$ cat config.mk
export PLATFORM = sky130hd
export DESIGN_NAME = mdu_sequencer
export DESIGN_NICKNAME = d
export VERILOG_FILES = /design/src/rtl/mdu_sequencer.sv
export SDC_FILE = /design/constraint.sdc
export NUM_CORES = 1
export LEC_CHECK = 0
export BUFFER_PORTS_ARGS = -buffer_cell sky130_fd_sc_hd__buf_2
export CAP_MARGIN = 20
export CORE_MARGIN = 2
export CORE_UTILIZATION = 30
export CTS_CLUSTER_SIZE = 12
export DETAILED_ROUTE_END_ITERATION = 6
export PLACE_DENSITY = 0.44
export SKIP_LAST_GASP = 1
export SLEW_MARGIN = 0
export SYNTH_ARGS = -nofsm -noshare
export SYNTH_HDL_FRONTEND = slang
export SYNTH_SLANG_ARGS = --single-unit
export TNS_END_PERCENT = 20
$ cat constraint.sdc
create_clock -name clk -period 9.5 [get_ports clk]
set_input_delay 0.95 -clock clk [delete_from_list [all_inputs] [get_ports clk]]
set_output_delay 0.95 -clock clk [all_outputs]
set_load 0.01 [all_outputs]
$ cat src/rtl/mdu_sequencer.sv
// Iterative RV32/64 M-extension multiply/divide unit: radix-2 shift-add multiply,
// restoring divide, with single-cycle handling of divide-by-zero and signed overflow.
module mdu_sequencer #(
    parameter int XLEN = 32
) (
    input  logic            clk,
    input  logic            rst,
    input  logic            start,
    input  logic [2:0]      funct3,
    input  logic [XLEN-1:0] operand_a,
    input  logic [XLEN-1:0] operand_b,
    input  logic            kill,
    output logic            busy,
    output logic            done,
    output logic [XLEN-1:0] result
);

    localparam int CW = $clog2(XLEN);
    localparam logic [CW-1:0]   CNT_LAST = CW'(XLEN - 1);
    localparam logic [XLEN-1:0] MIN_NEG  = {1'b1, {(XLEN-1){1'b0}}};

    typedef enum logic [1:0] {
        IDLE,
        CALC,
        DONE
    } state_t;

    state_t              state_reg, state_next;
    logic [2:0]          op_reg, op_next;
    logic                neg_reg, neg_next;
    logic [XLEN-1:0]     opnd_reg, opnd_next;
    logic [2*XLEN:0]     acc_reg, acc_next;
    logic [CW-1:0]       cnt_reg, cnt_next;
    logic [XLEN-1:0]     result_reg, result_next;

    // Operand signedness and magnitudes, evaluated on the live inputs at acceptance
    logic            a_signed, b_signed;
    logic            sign_a, sign_b;
    logic [XLEN-1:0] mag_a, mag_b;
    logic            div_zero, div_ovf;
    logic [XLEN-1:0] special_result;

    always_comb begin
        a_signed = 1'b1;
        b_signed = 1'b1;
        case (funct3)
            3'b010:                 b_signed = 1'b0;
            3'b011, 3'b101, 3'b111: begin
                a_signed = 1'b0;
                b_signed = 1'b0;
            end
            default: ;
        endcase
    end

    assign sign_a   = a_signed & operand_a[XLEN-1];
    assign sign_b   = b_signed & operand_b[XLEN-1];
    assign mag_a    = sign_a ? -operand_a : operand_a;
    assign mag_b    = sign_b ? -operand_b : operand_b;
    assign div_zero = funct3[2] && (operand_b == '0);
    assign div_ovf  = funct3[2] && !funct3[0] && (operand_a == MIN_NEG) && (operand_b == '1);

    always_comb begin
        if (div_zero)
            special_result = funct3[1] ? operand_a : '1;
        else
            special_result = funct3[1] ? '0 : operand_a;
    end

    // Multiply step: accumulate the multiplicand into the upper half, then shift right
    logic [XLEN:0]     mul_sum;
    logic [2*XLEN-1:0] prod_raw;
    logic [2*XLEN:0]   mul_acc;

    assign mul_sum  = acc_reg[2*XLEN:XLEN] + (acc_reg[0] ? {1'b0, opnd_reg} : '0);
    assign prod_raw = {mul_sum, acc_reg[XLEN-1:1]};
    assign mul_acc  = {1'b0, prod_raw};

    // Divide step: shift remainder/quotient left, trial-subtract, restore on borrow
    logic [XLEN:0]   rem_shift;
    logic [XLEN+1:0] diff;
    logic [XLEN-1:0] q_shift;
    logic [XLEN:0]   rem_next;
    logic [2*XLEN:0] div_acc;

    assign rem_shift = acc_reg[2*XLEN-1:XLEN-1];
    assign diff      = {1'b0, rem_shift} - {2'b00, opnd_reg};
    assign q_shift   = {acc_reg[XLEN-2:0], ~diff[XLEN+1]};
    assign rem_next  = diff[XLEN+1] ? rem_shift : diff[XLEN:0];
    assign div_acc   = {rem_next, q_shift};

    // Result of the final iteration, with sign correction applied
    logic [2*XLEN-1:0] prod_signed;
    logic [XLEN-1:0]   rem_mag, q_final, r_final;
    logic [XLEN-1:0]   mul_result, div_result, calc_result;

    assign prod_signed = neg_reg ? -prod_raw : prod_raw;
    assign rem_mag     = rem_next[XLEN-1:0];
    assign q_final     = neg_reg ? -q_shift : q_shift;
    assign r_final     = neg_reg ? -rem_mag : rem_mag;
    assign mul_result  = (op_reg[1:0] == 2'b00) ? prod_signed[XLEN-1:0]
                                                : prod_signed[2*XLEN-1:XLEN];
    assign div_result  = op_reg[1] ? r_final : q_final;
    assign calc_result = op_reg[2] ? div_result : mul_result;

    always_ff @(posedge clk) begin
        if (rst) begin
            state_reg  <= IDLE;
            op_reg     <= '0;
            neg_reg    <= 1'b0;
            opnd_reg   <= '0;
            acc_reg    <= '0;
            cnt_reg    <= '0;
            result_reg <= '0;
        end else begin
            state_reg  <= state_next;
            op_reg     <= op_next;
            neg_reg    <= neg_next;
            opnd_reg   <= opnd_next;
            acc_reg    <= acc_next;
            cnt_reg    <= cnt_next;
            result_reg <= result_next;
        end
    end

    always_comb begin
        state_next  = state_reg;
        op_next     = op_reg;
        neg_next    = neg_reg;
        opnd_next   = opnd_reg;
        acc_next    = acc_reg;
        cnt_next    = cnt_reg;
        result_next = result_reg;

        case (state_reg)
            IDLE: begin
                if (start) begin
                    op_next = funct3;
                    if (div_zero || div_ovf) begin
                        result_next = special_result;
                        state_next  = DONE;
                    end else begin
                        // Divide keeps the dividend in the low half; multiply keeps the multiplier there
                        acc_next   = {{(XLEN+1){1'b0}}, (funct3[2] ? mag_a : mag_b)};
                        opnd_next  = funct3[2] ? mag_b : mag_a;
                        neg_next   = (funct3[2] & funct3[1]) ? sign_a : (sign_a ^ sign_b);
                        cnt_next   = '0;
                        state_next = CALC;
                    end
                end
            end
            CALC: begin
                acc_next = op_reg[2] ? div_acc : mul_acc;
                cnt_next = cnt_reg + CW'(1);
                if (cnt_reg == CNT_LAST) begin
                    result_next = calc_result;
                    state_next  = DONE;
                end
            end
            DONE: begin
                state_next = IDLE;
            end
            default: begin
                state_next = IDLE;
            end
        endcase

        // A flush abandons whatever was decided above and leaves the result untouched
        if (kill) begin
            state_next  = IDLE;
            result_next = result_reg;
        end
    end

    assign busy   = (state_reg == CALC);
    assign done   = (state_reg == DONE);
    assign result = result_reg;

endmodule

==> summary.txt, run 1 <==
Hold path
  • Worst hold path startpoint: result[15]
  • Hold Crit Depth: 2
  • Path category of the worst min-delay check: reg -> reg
  • Hold Crit Endpoint: result[15]

Synthesis
  • Post-synth design cell area: 17500 um2
  • Sequential area share after synthesis: 16.0%
  • Number of storage elements in the synthesis netlist: 140
  • Number of enable-type register cells in the synthesized netlist: 0
  • Share of the synthesized area in the top cell type: 16.0%
  • Number of library cell types mapped by synthesis: 97
  • Area contributors post-synth: dfxtp_1 16%, nor2_1 6.6%, nand2_1 6.4%, a21oi_1 5.9%, ha_1 5.2%
  • Predominant post-synthesis flop cell: dfxtp_1
  • Avg Synthesized Cell Area: 6.83 um2
  • Total of warnings raised by yosys: 0
  • Synthesized instance count: 2557
  • Async S/R FF share, synth: 0%
  • Nets in the synthesized netlist: 2702
  • Synth area leader: dfxtp_1

Place
  • Setup slack after placement: 3600 ps
  • Placed Instances: 3265
  • Detail Placement HPWL: 66.7 mm
  • RD Place Congestion: 0.972
  • Port buffer count: 104

Layout
  • Number of flip-flops in the largest register: 65
  • Count of nets after finishing: 2664
  • Non-filler cells, final: 3297
  • Area of combinational cells with multiple inputs: 13700 um2
  • Share of cells above drive strength 1: 9.48%
  • # fillers: 6254
  • Layout area overhead: 9.15%
  • Sequential Area: 2810 um2
  • Number of diodes added for antenna fixing: 0

Worst setup path
  • Logic depth of the worst register-to-register path: 15
  • Reg-to-reg critical path startpoint: acc_reg[31]
  • Required @ worst endpoint: 9890 ps
  • Largest fanout on the critical path: 38
  • Category of the most critical setup path: reg -> reg
  • Worst reg-to-reg setup slack: 3440 ps
  • Capturing element type of the critical path: register
  • Startpoint Class: register
  • Arrival time worst endpoint: 6440 ps
  • Worst R2R End: result[30]

Floorplanning
  • Vert. Die Dim: 245 um
  • Core Footprint: 57600 um2
  • Effective utilization at floorplan: 30.3%
  • Standard-cell rows: 88
  • Overall die width: 245 um
  • Top Ports: 105
  • Area of the die: 60200 um2

CTS
  • Clock slew seen by the registers of the worst setup and hold paths: 70 ps
  • Clock buffer count from CTS: 17
  • H-tree depth: 4
  • TritonCTS clock tree: done
  • Clock Latency Late Sink: 480 ps
  • Clock tree root driver cell: clkbuf_16
  • Post-cts gate resize count: 0
  • Total setup buffers inserted after CTS: 0
  • Number of clock sinks: 140
  • Hold bufs inserted after CTS: 0
  • Maximum clock insertion buffer count: 2

Route
  • Count of nets left with antenna violations after detail routing: 0
  • Drt wl/cell: 26.3 um
  • Via-to-Cell Ratio: 6.10
  • Number of DRC markers after the initial detailed-route iteration: 2102
  • Final WL: 86.6 mm
  • DRC violation count after routing: 0
  • Count of TritonRoute iterations in the first routing pass: 5
  • Total number of vias: 20100

Power and ir drop
  • VDD IR max: 0.115 mV
  • Sequential cell fraction of total power: 30.0%
  • Internal Power: 1.28 mW
  • Clock network power share: 32.5%
  • Pleak: 7.14 nW
  • Post-layout total power: 2.24 mW
  • Fraction of power spent switching nets: 42.8%
  • Portion of total power attributed to combinational logic: 37.5%
  • Switching component of the power: 0.960 mW
  • PwrDens: 118 nW/um2

STA
  • Total Neg Setup Slack: 0 ps
  • Pin slew with the least headroom to its limit: 1130 ps
  • Worst-case clock skew: 20.7 ps
  • Final hold violation count: 0
  • Final Max Slew Viols: 0
  • Period utilisation layout: 63.8%
  • Unrepaired setup endpoints after global routing: no
  • Final setup violation count: 0
  • Min setup slack post-route: 3440 ps
  • Maximum clock rate: 165 MHz
  • Final hold slack: 439 ps
  • Final period demand of the worst path: 6060 ps
  • Slew Limit Headroom: 24.3%

GRT
  • M1 GR Usage: 38.7%
  • Met3 GRT Util: 3.75%
  • Global router's overall resource usage: 28.3%
  • Aggregate global routing overflow: 0
  • Initial antenna violation count: 0
  • Number of global-route vias before repair: 19000
  • Wire length of the first global-routing pass: 127 mm
  • Met2 Usage GRT: 44.9%
  • Most congested layer reported by global routing: met2
  • Pin count of the biggest net entering global routing: 92

Outcome
  • Run status: completed

Run
  • Max Cap Violations: 0
per-stage QoR:
step / utilization (%) / instance area (um2)
2_1_floorplan: - / 17500
3_3_place_gp: 32.1 / 18500
3_5_place_dp: 32.1 / 18500
4_1_cts: 33.1 / 19100
5_1_grt: 33.1 / 19100
6_report: 33.1 / 19100
cell families after synthesis:
kind of cell / after synthesis / synth area share [%]
compound gates: 809 / 31.2
fa+ha+maj: 99 / 6.82
mux: 77 / 4.56
simple gates: 986 / 26.6
xor+xnor: 174 / 8.73
buf+inv: 272 / 6.00
flops: 140 / 16.0
metal layers:
layer | up-vias | wire length, um
li1 | 9341 | -
met1 | 9757 | 39100
met2 | 893 | 38500
met3 | 133 | 5620
met4 | 0 | 3400
met5 | - | 0
Yosys cell counts, types with 28 or more instances:
cell type  count
nor2_1       307
nand2_1      298
a21oi_1      206
clkbuf_1     155
o21ai_0      155
dfxtp_1      140
xnor2_1       91
xor2_1        83
inv_1         82
ha_1          72
a211oi_1      70
nor3_1        70
o211ai_1      69
mux2i_1       66
nand3_1       55
or3_1         33
o31ai_1       32
nand4_1       31
nor4_1        31
a31oi_1       28
power groups by stage:
stage / Clock (mW) / Combinational [mW] / Sequential [mW]
finish: 0.728 / 0.842 / 0.673
global route: 0.754 / 0.906 / 0.675
CTS: 0.735 / 0.822 / 0.669
detailed placement: 0 / 0.817 / 0.683
global placement: 0 / 0.817 / 0.682
floorplan: 0 / 0.571 / 0.637
placed cells by master, fill, tap and decap left out, drive strengths merged, types with 70 or more instances in the layout:
master	n
xor2	83
nor2	307
nor3	70
o211ai	70
buf	132
nand2	298
o21ai	157
dfxtp	140
xnor2	91
a21oi	206
a211oi	71
ha	72
inv	85
final cells by class:
class | instances | area share, %
multi-input combinational | 2145 | 71.6
sequential | 140 | 14.7
tap | 765 | 5.02
timing repair buffer | 132 | 3.85
clock buffer | 21 | 2.59
inverter | 83 | 1.63
clock inverter | 11 | 0.545
worst max-delay path by stage:
stage / from / end / slack [ps]
2_1_floorplan: acc_reg[31] / result[30] / 4490
3_3_place_gp: acc_reg[31] / result[30] / 3660
3_5_place_dp: acc_reg[57] / result[20] / 3600
4_1_cts: acc_reg[57] / result[20] / 3550
5_1_grt: opnd_reg[26] / result[20] / 3140
6_report: acc_reg[31] / result[30] / 3440
worst max-delay path, cell delays in order (launching register included):
cell and delay [ps]:
dfxtp_1 490, inv_1 240, ha_1 280, nand2b_1 170
a21oi_1 460, o2111ai_1 430, a211o_1 630, nand2_2 230
inv_1 140, buf_4 290, a221o_1 540, nor4b_1 750
nand3_1 290, o31ai_1 440, mux2_2 390, a211oi_2 160
(Power assumes the default switching activity.)
==> inputs of run 2 (changes only) <==
clock period = 5.75 ns   (was 9.5 ns; I/O delays follow)
==> summary.txt, run 2 (synthesized netlist as in run 1, its figures left out) <==
Outcome
  • Run status: complete, but fails checks
  • Violated checks: DRC

Layout
  • Number of diodes added for antenna fixing: 0 (unchanged)
  • Share of cells above drive strength 1: 10.7% (+1.3 points)
  • Count of nets after finishing: 2702 (+1.4%)
  • Number of flip-flops in the largest register: 65 (unchanged)
  • Non-filler cells, final: 3335 (+1.2%)
  • Most common cell after layout, fill and taps aside: nor2_1
  • Top library cells by usage in the layout, fill and taps aside: 305 x nor2_1, 297 x nand2_1, 205 x a21oi_1
  • Layout area overhead: 10.8%

CTS
  • Clock buffer count from CTS: 17 (unchanged)
  • Number of clock sinks: 140 (unchanged)
  • Maximum clock insertion buffer count: 2 (unchanged)
  • H-tree depth: 4 (unchanged)
  • Hold bufs inserted after CTS: 0 (unchanged)
  • Clock Latency Late Sink: 480 ps (about the same)
  • Post-cts gate resize count: 0 (unchanged)
  • Clock tree root driver cell: clkbuf_16
  • Total setup buffers inserted after CTS: 0 (unchanged)
  • TritonCTS clock tree: done
  • Clock slew seen by the registers of the worst setup and hold paths: 70 ps (about the same)

Worst setup path
  • Worst R2R End: result[18]
  • Worst reg-to-reg setup slack: 340 ps (-3100 ps)
  • Reg-to-reg critical path startpoint: acc_reg[47]
  • Arrival time worst endpoint: 5730 ps (-710 ps)
  • Startpoint Class: register
  • Required @ worst endpoint: 6070 ps (-3820 ps)
  • Largest fanout on the critical path: 11 (-71%)
  • Capturing element type of the critical path: register
  • Category of the most critical setup path: reg -> reg
  • Logic depth of the worst register-to-register path: 17 (+2)

Route
  • Number of DRC markers after the initial detailed-route iteration: 2255 (+7.3%)
  • Via-to-Cell Ratio: 6.04 (-1.1%)
  • DRC violation count after routing: 2 (+2)
  • Final WL: 86.4 mm (-0.27%)
  • Count of TritonRoute iterations in the first routing pass: 7 (+2)
  • Drt wl/cell: 25.9 um (-1.4%)
  • Total number of vias: 20100 (+0.080%)
  • Count of nets left with antenna violations after detail routing: 0 (unchanged)

Place
  • RD Place Congestion: 0.949 (-2.4%)
  • Setup slack after placement: 337 ps (-3270 ps)
  • Placed Instances: 3302 (+1.1%)
  • Detail Placement HPWL: 66.9 mm (+0.36%)
  • Port buffer count: 104 (unchanged)

Power and ir drop
  • Internal Power: 2.11 mW (+64%)
  • Portion of total power attributed to combinational logic: 38.0% (+0.5 points)
  • VDD IR max: 0.244 mV (+110%)
  • Switching component of the power: 1.57 mW (+63%)
  • Fraction of power spent switching nets: 42.6% (-0.17 points)
  • Clock network power share: 31.8% (-0.7 points)
  • Sequential cell fraction of total power: 30.2% (+0.2 points)
  • Pleak: 7.32 nW (+2.5%)
  • PwrDens: 190 nW/um2 (+62%)

STA
  • Maximum clock rate: 185 MHz (+12%)
  • Total Neg Setup Slack: 0 ps (unchanged)
  • Slew Limit Headroom: 30.0% (+5.7 points)
  • Unrepaired setup endpoints after global routing: no
  • Final setup violation count: 0 (unchanged)
  • Min setup slack post-route: 341 ps (-3100 ps)
  • Period utilisation layout: 94.1% (+30 points)
  • Final hold violation count: 0 (unchanged)
  • Worst-case clock skew: 12.7 ps (-8.00 ps)
  • Final period demand of the worst path: 5410 ps (-650 ps)
  • Final Max Slew Viols: 0 (unchanged)
  • Pin slew with the least headroom to its limit: 1040 ps (-91.8 ps)
  • Final hold slack: 345 ps (-93.9 ps)

GRT
  • Pin count of the biggest net entering global routing: 91 (-1.1%)
  • Number of global-route vias before repair: 18600 (-2.2%)
  • Global router's overall resource usage: 28.0% (-0.32 points)
  • Wire length of the first global-routing pass: 126 mm (-1.2%)
  • Initial antenna violation count: 2 (+2)
  • Aggregate global routing overflow: 0 (unchanged)

Hold path
  • Path category of the worst min-delay check: in -> reg
  • Hold Crit Endpoint: state_reg[0]
  • Hold Crit Depth: 2 (unchanged)
  • Worst hold path startpoint: kill

Floorplanning
  • Effective utilization at floorplan: 30.3% (unchanged)
  • Vert. Die Dim: 245 um (unchanged)
  • Overall die width: 245 um (unchanged)
  • Core Footprint: 57600 um2 (unchanged)
  • Standard-cell rows: 88 (unchanged)
  • Top Ports: 105 (unchanged)
  • Area of the die: 60200 um2 (unchanged)

Run
  • Max Cap Violations: 0 (unchanged)
run 2: worst max-delay path: stages, from the launching register on:
cell and delay [ps]:
dfxtp_1 530, ha_1 430, a21oi_1 460, o21ai_0 360, nand3_1 200, and3_1 260, nand2_2 210, o21ai_0 220
buf_4 150, ha_1 180, and3_1 200, nor4b_1 360, a21oi_1 150, a211o_1 430, o21ai_0 230, xnor2_1 120
a2111oi_0 660, nor4_1 90
run 2: worst max path at each step:
| stage | startpoint | end |
|---|---|---|
| 3_5_place_dp | acc_reg[57] | result[30] |
| 4_1_cts | acc_reg[57] | result[30] |
| 3_3_place_gp | acc_reg[57] | result[30] |
| 2_1_floorplan | acc_reg[31] | result[30] |
| 6_report | acc_reg[47] | result[18] |
| 5_1_grt | acc_reg[47] | result[30] |
run 2: power groups by stage:
stage	sequential (mW)	combinational (mW)	clock (mW)
6_report	1.11	1.40	1.17
3_5_place_dp	1.13	1.36	0
5_1_grt	1.12	1.50	1.22
4_1_cts	1.11	1.36	1.18
3_3_place_gp	1.13	1.35	0
2_1_floorplan	1.05	0.943	0
run 2: per-stage QoR:
step	instance area, um2	total power, mW	utilization, %
3_5_place_dp	18700	2.48	32.6
2_1_floorplan	17500	2.00	-
3_3_place_gp	18700	2.48	32.5
5_1_grt	19400	3.83	33.6
4_1_cts	19300	3.65	33.6
6_report	19400	3.68	33.6
run 2: layout make-up:
cell class,count,area (um2)
fill,6275,38200
sequential,140,2810
clock buffer,21,472
timing repair buffer,170,1040
tap,765,957
clock inverter,11,110
inverter,83,312
multi-input combinational,2145,13700
run 2: per-layer routing:
metal | global-route usage (%) | share of wire [%] | vias up
met2 | 43.8 | 45 | 912
met1 | 38.6 | 44 | 9674
met4 | 9.86 | 3.3 | 2
met5 | 0 | 0.015 | -
li1 | - | - | 9420
met3 | 4.64 | 7.7 | 132
